--- src/rtl/dlx_inst_encoder_pkg.sv ---
// Shared encoder definitions: format codes, instruction field positions,
// opcode constants and the field-packing function.
package dlx_inst_encoder_pkg;

  typedef enum logic [1:0] {
    ENC_FMT_R   = 2'd0,
    ENC_FMT_I   = 2'd1,
    ENC_FMT_J   = 2'd2,
    ENC_FMT_NOP = 2'd3
  } enc_fmt_e;

  // Field bit positions within the 32-bit DLX word
  localparam int OPC_HI   = 31, OPC_LO   = 26;
  localparam int RS1_HI   = 25, RS1_LO   = 21;
  localparam int RS2_HI   = 20, RS2_LO   = 16;
  localparam int RDR_HI   = 15, RDR_LO   = 11;   // rd in R format
  localparam int RDI_HI   = 20, RDI_LO   = 16;   // rd in I format
  localparam int IMM_HI   = 15, IMM_LO   = 0;
  localparam int VAL_HI   = 25, VAL_LO   = 0;
  localparam int FUNC_HI  = 5,  FUNC_LO  = 0;

  localparam logic [5:0] OPC_SPECIAL = 6'h00;    // R-type primary opcode
  localparam logic [31:0] NOP_WORD   = 32'h0000_0000;

  typedef struct packed {
    logic [31:0] inst;
    logic        illegal;
  } enc_res_t;

  // Pack one field set. I/J with opcode 0 collide with the R-type space,
  // so they are flagged illegal and replaced by a NOP.
  function automatic enc_res_t encode(
    input enc_fmt_e    fmt,
    input logic [5:0]  opcode,
    input logic [5:0]  func,
    input logic [4:0]  rs1,
    input logic [4:0]  rs2,
    input logic [4:0]  rd,
    input logic [15:0] imm,
    input logic [25:0] value
  );
    enc_res_t r;
    r.inst    = NOP_WORD;
    r.illegal = 1'b0;
    case (fmt)
      ENC_FMT_R: begin
        r.inst[OPC_HI:OPC_LO]   = OPC_SPECIAL;
        r.inst[RS1_HI:RS1_LO]   = rs1;
        r.inst[RS2_HI:RS2_LO]   = rs2;
        r.inst[RDR_HI:RDR_LO]   = rd;
        r.inst[FUNC_HI:FUNC_LO] = func;
      end
      ENC_FMT_I: begin
        if (opcode == OPC_SPECIAL) begin
          r.illegal = 1'b1;
        end else begin
          r.inst[OPC_HI:OPC_LO] = opcode;
          r.inst[RS1_HI:RS1_LO] = rs1;
          r.inst[RDI_HI:RDI_LO] = rd;
          r.inst[IMM_HI:IMM_LO] = imm;
        end
      end
      ENC_FMT_J: begin
        if (opcode == OPC_SPECIAL) begin
          r.illegal = 1'b1;
        end else begin
          r.inst[OPC_HI:OPC_LO] = opcode;
          r.inst[VAL_HI:VAL_LO] = value;
        end
      end
      default: r.inst = NOP_WORD;
    endcase
    return r;
  endfunction

endpackage

--- src/rtl/dlx_inst_encoder_fifo.sv ---
// inst_word_fifo: synchronous FIFO with wrap-bit pointers and an occupancy
// output. The head is shown combinationally; when empty, the last popped
// entry is shown instead so the output holds its value.
module inst_word_fifo #(
  parameter int DEPTH = 4,
  parameter int DW    = 64
) (
  input  logic                       clk,
  input  logic                       rst_n,
  input  logic                       push_i,
  input  logic [DW-1:0]              wdata_i,
  input  logic                       pop_i,
  output logic [DW-1:0]              rdata_o,
  output logic                       empty_o,
  output logic                       full_o,
  output logic [$clog2(DEPTH):0]     level_o
);
  import dlx_inst_encoder_pkg::*;

  localparam int LW = $clog2(DEPTH);
  localparam logic [LW:0] FULL_LVL = (LW+1)'(DEPTH);

  logic [DW-1:0] mem_q [DEPTH];
  logic [LW:0]   wptr_q, rptr_q;
  logic [DW-1:0] last_q;
  logic          push_ok, pop_ok;

  assign level_o = wptr_q - rptr_q;
  assign full_o  = (level_o == FULL_LVL);
  assign empty_o = (level_o == '0);
  assign push_ok = push_i & ~full_o;
  assign pop_ok  = pop_i & ~empty_o;
  assign rdata_o = empty_o ? last_q : mem_q[rptr_q[LW-1:0]];

  // Storage write; contents need no reset since empty shows last_q
  always_ff @(posedge clk) begin
    if (push_ok) mem_q[wptr_q[LW-1:0]] <= wdata_i;
  end

  // Pointer advance and last-popped capture
  always_ff @(posedge clk or negedge rst_n) begin
    if (!rst_n) begin
      wptr_q <= '0;
      rptr_q <= '0;
      last_q <= '0;
    end else begin
      if (push_ok) wptr_q <= wptr_q + 1'b1;
      if (pop_ok) begin
        rptr_q <= rptr_q + 1'b1;
        last_q <= mem_q[rptr_q[LW-1:0]];
      end
    end
  end

endmodule

--- src/rtl/dlx_inst_encoder.sv ---
// DLX instruction encoder: packs field sets into 32-bit words, tags them
// with a running instruction-memory address and queues them for the
// memory write side.
module dlx_inst_encoder
  import dlx_inst_encoder_pkg::*;
#(
  parameter int DEPTH     = 4,
  parameter int ADDR_W    = 32,
  parameter int ADDR_STEP = 4
) (
  input  logic                   clk,
  input  logic                   rst_n,
  input  logic                   in_valid,
  output logic                   in_ready,
  input  logic [1:0]             in_fmt,
  input  logic [5:0]             in_opcode,
  input  logic [5:0]             in_func,
  input  logic [4:0]             in_rs1,
  input  logic [4:0]             in_rs2,
  input  logic [4:0]             in_rd,
  input  logic [15:0]            in_imm,
  input  logic [25:0]            in_value,
  input  logic                   base_load,
  input  logic [ADDR_W-1:0]      base_addr,
  output logic                   out_valid,
  input  logic                   out_ready,
  output logic [31:0]            out_inst,
  output logic [ADDR_W-1:0]      out_addr,
  output logic [$clog2(DEPTH):0] level,
  output logic                   err_sticky,
  input  logic                   err_clr
);

  localparam int DW = ADDR_W + 32;

  enc_res_t          enc;
  logic              accept, full, empty;
  logic [ADDR_W-1:0] next_addr_q, next_addr_d, tag;
  logic              err_q, err_d;
  logic [DW-1:0]     rdata;

  assign enc = encode(enc_fmt_e'(in_fmt), in_opcode, in_func, in_rs1, in_rs2,
                      in_rd, in_imm, in_value);

  // in_ready depends only on registered occupancy, never on out_ready
  assign in_ready = ~full;
  assign accept   = in_valid & in_ready;
  assign tag      = base_load ? base_addr : next_addr_q;

  // Next address and sticky error; a new error outranks a clear
  always_comb begin
    next_addr_d = next_addr_q;
    err_d       = err_q;
    if (accept)         next_addr_d = tag + ADDR_W'(ADDR_STEP);
    else if (base_load) next_addr_d = base_addr;
    if (accept && enc.illegal) err_d = 1'b1;
    else if (err_clr)          err_d = 1'b0;
  end

  // Address counter and error flag registers
  always_ff @(posedge clk or negedge rst_n) begin
    if (!rst_n) begin
      next_addr_q <= '0;
      err_q       <= 1'b0;
    end else begin
      next_addr_q <= next_addr_d;
      err_q       <= err_d;
    end
  end

  inst_word_fifo #(.DEPTH(DEPTH), .DW(DW)) u_fifo (
    .clk     (clk),
    .rst_n   (rst_n),
    .push_i  (accept),
    .wdata_i ({tag, enc.inst}),
    .pop_i   (out_ready),
    .rdata_o (rdata),
    .empty_o (empty),
    .full_o  (full),
    .level_o (level)
  );

  assign out_valid  = ~empty;
  assign out_inst   = rdata[31:0];
  assign out_addr   = rdata[DW-1:32];
  assign err_sticky = err_q;

endmodule

--- config.mk ---
export PLATFORM = sky130hd
export DESIGN_NAME = dlx_inst_encoder
export DESIGN_NICKNAME = d
export VERILOG_FILES = /design/src/rtl/dlx_inst_encoder_pkg.sv /design/src/rtl/dlx_inst_encoder_fifo.sv /design/src/rtl/dlx_inst_encoder.sv
export SDC_FILE = /design/constraint.sdc
export NUM_CORES = 1
export LEC_CHECK = 0
export ABC_AREA = 1
export CORE_ASPECT_RATIO = 2
export CORE_MARGIN = 3
export CORE_UTILIZATION = 64
export CTS_CLUSTER_SIZE = 10
export DETAILED_ROUTE_END_ITERATION = 6
export DONT_BUFFER_PORTS = 1
export GPL_TIMING_DRIVEN = 0
export PLACE_DENSITY = 0.8
export SLEW_MARGIN = 40
export SYNTH_ARGS = -nofsm -noshare
export SYNTH_HDL_FRONTEND = slang
export SYNTH_HIERARCHICAL = 1
export SYNTH_SLANG_ARGS = --single-unit
--- constraint.sdc ---
create_clock -name clk -period 6.47 [get_ports clk]
set_clock_uncertainty 0.05 [all_clocks]
set_input_delay 1.294 -clock clk [delete_from_list [all_inputs] [get_ports clk]]
set_output_delay 1.294 -clock clk [all_outputs]
set_load 0.1 [all_outputs]
==> results_tabular.tex <==
\begin{tabular}{lr}
\hline
Metric & Value \\
\hline
\multicolumn{2}{l}{\textbf{Route}} \\
\quad Routed vias/inst & 5.69 \\
\quad 1st-pass router iterations & 7 \\
\quad Routed wire per std cell & 19.6 µm \\
\quad Remaining antenna violation count after routing & 0 \\
\quad DRC & 0 \\
\quad Post-Route WL & 46.6 mm \\
\quad Iteration-0 DRC Markers & 1277 \\
\quad Count of vias placed by the detailed router & 13500 \\
\multicolumn{2}{l}{\textbf{Job}} \\
\quad Number of maximum-capacitance violations & 0 \\
\multicolumn{2}{l}{\textbf{Critical path}} \\
\quad Worst Path Arrival & 3.48 ns \\
\quad Required @ worst endpoint & 5.13 ns \\
\quad R2r setup slk & 2.07 ns \\
\quad Depth of the most critical reg-to-reg path & 15 \\
\quad Nature of the critical path startpoint & flip-flop \\
\quad Type of element capturing the critical path & output port \\
\quad Reg-to-Reg Start & u\_fifo/wptr\_q[0] \\
\quad Type of the worst setup path & reg2out \\
\quad Worst-path maximum fanout & 10 \\
\quad Critical register-to-register path endpoint & u\_fifo/mem\_q[1][58] \\
\multicolumn{2}{l}{\textbf{Die}} \\
\quad Area inside the core boundary & 0.0264 mm² \\
\quad Die Footprint & 0.0291 mm² \\
\quad FP Rows & 84 \\
\quad IO Count & 179 \\
\quad Starting density of the core & 65.3\% \\
\quad Die boundary width & 122 µm \\
\quad Vertical extent of the die & 238 µm \\
\multicolumn{2}{l}{\textbf{STA}} \\
\quad Max Clock Freq & 207 MHz \\
\quad Final count of negative-setup-slack endpoints & 0 \\
\quad Share of the cycle needed by the critical path after routing & 74.6\% \\
\quad Worst-Margin Slew & 0.839 ns \\
\quad Endpoints failing hold & 0 \\
\quad Max-Slew Margin vs Limit & 44.0\% \\
\quad Final-report max-slew violation count & 0 \\
\quad Final TNS setup & 0 ns \\
\quad Minimum clock period & 4.83 ns \\
\quad Setup repair after global routing missed its margin & no \\
\multicolumn{2}{l}{\textbf{Logic synthesis}} \\
\quad Synth cell types & 37 \\
\quad Dominant combinational cell family by area after synthesis & simple AND/OR/NAND/NOR gates \\
\quad Xor/xnor share of the synthesized area & 0.610\% \\
\quad Simple-gate portion of the synthesized area & 26.5\% \\
\quad Most instantiated cells after synthesis & sky130\_fd\_sc\_hd\_\_nand2\_1 (794), sky130\_fd\_sc\_hd\_\_edfxtp\_1 (256), sky130\_fd\_sc\_hd\_\_inv\_1 (220) \\
\quad Area share of the leading cell type in the synthesized netlist & 44.6\% \\
\quad Total of warnings raised by yosys & 6 \\
\quad Share of synthesized area spent on multiplexers & 0\% \\
\quad Synthesized area & 0.0172 mm² \\
\quad Synthesized netlist cell count & 1943 \\
\quad Leading post-synthesis cells by cell area & sky130\_fd\_sc\_hd\_\_edfxtp\_1 (45\%), sky130\_fd\_sc\_hd\_\_nand2\_1 (17\%), sky130\_fd\_sc\_hd\_\_dfrtp\_1 (15\%), sky130\_fd\_sc\_hd\_\_inv\_1 (4.8\%), sky130\_fd\_sc\_hd\_\_nor2\_1 (3.8\%) \\
\quad Average instance area after synthesis & 8.87 µm² \\
\quad Most used standard cell by instance count after synthesis & sky130\_fd\_sc\_hd\_\_nand2\_1 \\
\quad Compound-gate portion of the synthesized area & 4.38\% \\
\quad Net count of the mapped netlist & 2064 \\
\quad Top FF cell, synth & sky130\_fd\_sc\_hd\_\_edfxtp\_1 \\
\quad Post-synthesis sequential area ratio & 59.6\% \\
\quad Number of synthesized flops with an enable pin & 256 \\
\quad Fraction of registers with async set or reset after synthesis & 28.7\% \\
\quad Post-synthesis share of cell area spent on full adders, half adders and majority gates & 0.915\% \\
\quad Synth Register Bits & 359 \\
\quad Dominant cell type by area after synthesis & sky130\_fd\_sc\_hd\_\_edfxtp\_1 \\
\multicolumn{2}{l}{\textbf{Clock network}} \\
\quad Number of buffers on the longest clock path & 3 \\
\quad CTS clk-pin slew, worst paths & 0.06 ns \\
\quad Gates resized, CTS repair & 0 \\
\quad Clock Sinks & 359 \\
\quad Later-pin clock latency in the skew report & 0.52 ns \\
\quad CTS Buf Count & 41 \\
\quad Maximum level of the CTS H-tree & 2 \\
\quad Setup fix buffers added after clock tree synthesis & 0 \\
\quad Master cell of the clock root buffer & sky130\_fd\_sc\_hd\_\_clkbuf\_16 \\
\quad Clock tree from TritonCTS & done \\
\quad Hold buffers post-CTS & 0 \\
\multicolumn{2}{l}{\textbf{Worst hold path}} \\
\quad Hold WC Path Type & in2async \\
\multicolumn{2}{l}{\textbf{Global routing}} \\
\quad Number of global-route vias before repair & 13800 \\
\quad Grt ovf & 0 \\
\quad First-pass GRT wire length & 71.8 mm \\
\quad Global Route Usage Sum & 32.4\% \\
\quad Antenna violations before repair & 1 \\
\quad Maximum number of pins on one net before global-route repair & 104 \\
\multicolumn{2}{l}{\textbf{Finish}} \\
\quad Total Nets Final & 2120 \\
\quad Signed area change from the synthesized netlist to the final layout & 12.5\% \\
\quad Ant. Diodes & 0 \\
\quad Final std cells w/o fill & 2376 \\
\quad Share of final-layout standard cells stronger than drive strength 1 & 11.6\% \\
\quad Utilization after layout & 73.5\% \\
\quad Fill cell count & 1862 \\
\multicolumn{2}{l}{\textbf{Place}} \\
\quad Global placer's final weighted congestion & 0.940 \\
\quad Port Buffers & 0 \\
\quad DPL Wire Length & 33.1 mm \\
\quad Total placed cells including tap cells & 2300 \\
\multicolumn{2}{l}{\textbf{Status}} \\
\quad Run status & finished clean \\
\hline
\end{tabular}
-- flip-flops by register name (all words and copies together), names as in the netlist --
| signal | flops |
|---|---|
| u_fifo/wptr_q | 3 |
| u_fifo/mem_q | 256 |
| err_sticky | 1 |
| u_fifo/last_q | 64 |
| next_addr_q | 32 |
| u_fifo/rptr_q | 3 |
-- cell usage in the layout (no fill, tap or decap), drive strengths merged --
| cell type | count |
|---|---|
| ha | 11 |
| buf | 82 |
| edfxtp | 256 |
| a31oi | 23 |
| o21ai | 12 |
| clkbuf | 104 |
| or2 | 1 |
| xnor2 | 3 |
| inv | 224 |
| o211ai | 64 |
| o21bai | 1 |
| nand2 | 812 |
| xor2 | 9 |
| fa | 1 |
| a21oi | 6 |
| nand3b | 1 |
| nand4 | 10 |
| nor2 | 189 |
| o22ai | 1 |
| nor3 | 3 |
| nand3 | 116 |
| dfrtp | 103 |
-- per-layer routing --
layer	track usage, %	wire length, µm	vias to the layer above	part of all wire, %
met5	0	7	-	0.015
met4	21.8	3130	2	6.7
met3	6.31	3320	177	7.1
met2	58.9	25000	656	54
met1	32.6	15200	6388	33
li1	-	-	6288	-
-- worst max path at each step --
stage                     start                   to  depth (start not counted)
6_report       u_fifo/wptr_q[0]         out_inst[29]                         11
5_1_grt        u_fifo/wptr_q[0]         out_inst[29]                         11
4_1_cts        u_fifo/wptr_q[0]         out_addr[10]                         11
3_5_place_dp   u_fifo/wptr_q[0]  u_fifo/mem_q[1][57]                         15
3_3_place_gp   u_fifo/wptr_q[0]  u_fifo/mem_q[1][57]                         10
2_1_floorplan  u_fifo/wptr_q[0]   u_fifo/mem_q[0][0]                         12
-- metrics by stage --
step | instance area [µm²] | hold WS (ns) | worst slack, ns
after floorplan | 17200 | 0.392 | 1.18
after global placement | 17700 | 0.403 | -1.50
after detailed placement | 18200 | 0.408 | 2.15
after CTS | 19400 | 0.399 | 1.69
after global routing | 19400 | 0.403 | 1.49
final | 19400 | 0.415 | 1.64
-- critical path, cell delays in order (launching register included) --
cell and delay (ns):
sky130_fd_sc_hd__dfrtp_1 0.41, sky130_fd_sc_hd__inv_1 0.14, sky130_fd_sc_hd__ha_1 0.25, sky130_fd_sc_hd__fa_1 0.65, sky130_fd_sc_hd__nand2_1 0.07, sky130_fd_sc_hd__inv_1 0.13, sky130_fd_sc_hd__nand3_4 0.15, sky130_fd_sc_hd__inv_2 0.15
sky130_fd_sc_hd__buf_4 0.23, sky130_fd_sc_hd__buf_4 0.23, sky130_fd_sc_hd__nand2_1 0.10, sky130_fd_sc_hd__nand2_2 0.44
-- logic make-up after synthesis --
logic type	Yosys count
and+or+nand+nor	1132
DFF	359
buffers and inverters	321
AOI/OAI and AO/OA	107
xor gates and xnor gates	12
adders and majority gates	12
-- final cells by class --
class / instances / area, µm² / area share, %
Clock inverter: 1 / 8.76 / 0.0452
Sequential cell: 359 / 10300 / 53.0
Clock buffer: 75 / 1200 / 6.17
Timing Repair Buffer: 13 / 320 / 1.65
Tap cell: 344 / 430 / 2.22
Buffer: 98 / 548 / 2.83
Inverter: 223 / 850 / 4.38
Multi-Input combinational cell: 1263 / 5760 / 29.7
Power is left out: the tool's default activity adds up to more than one toggle a clock period on the data nets, which glitch-free logic cannot reach.
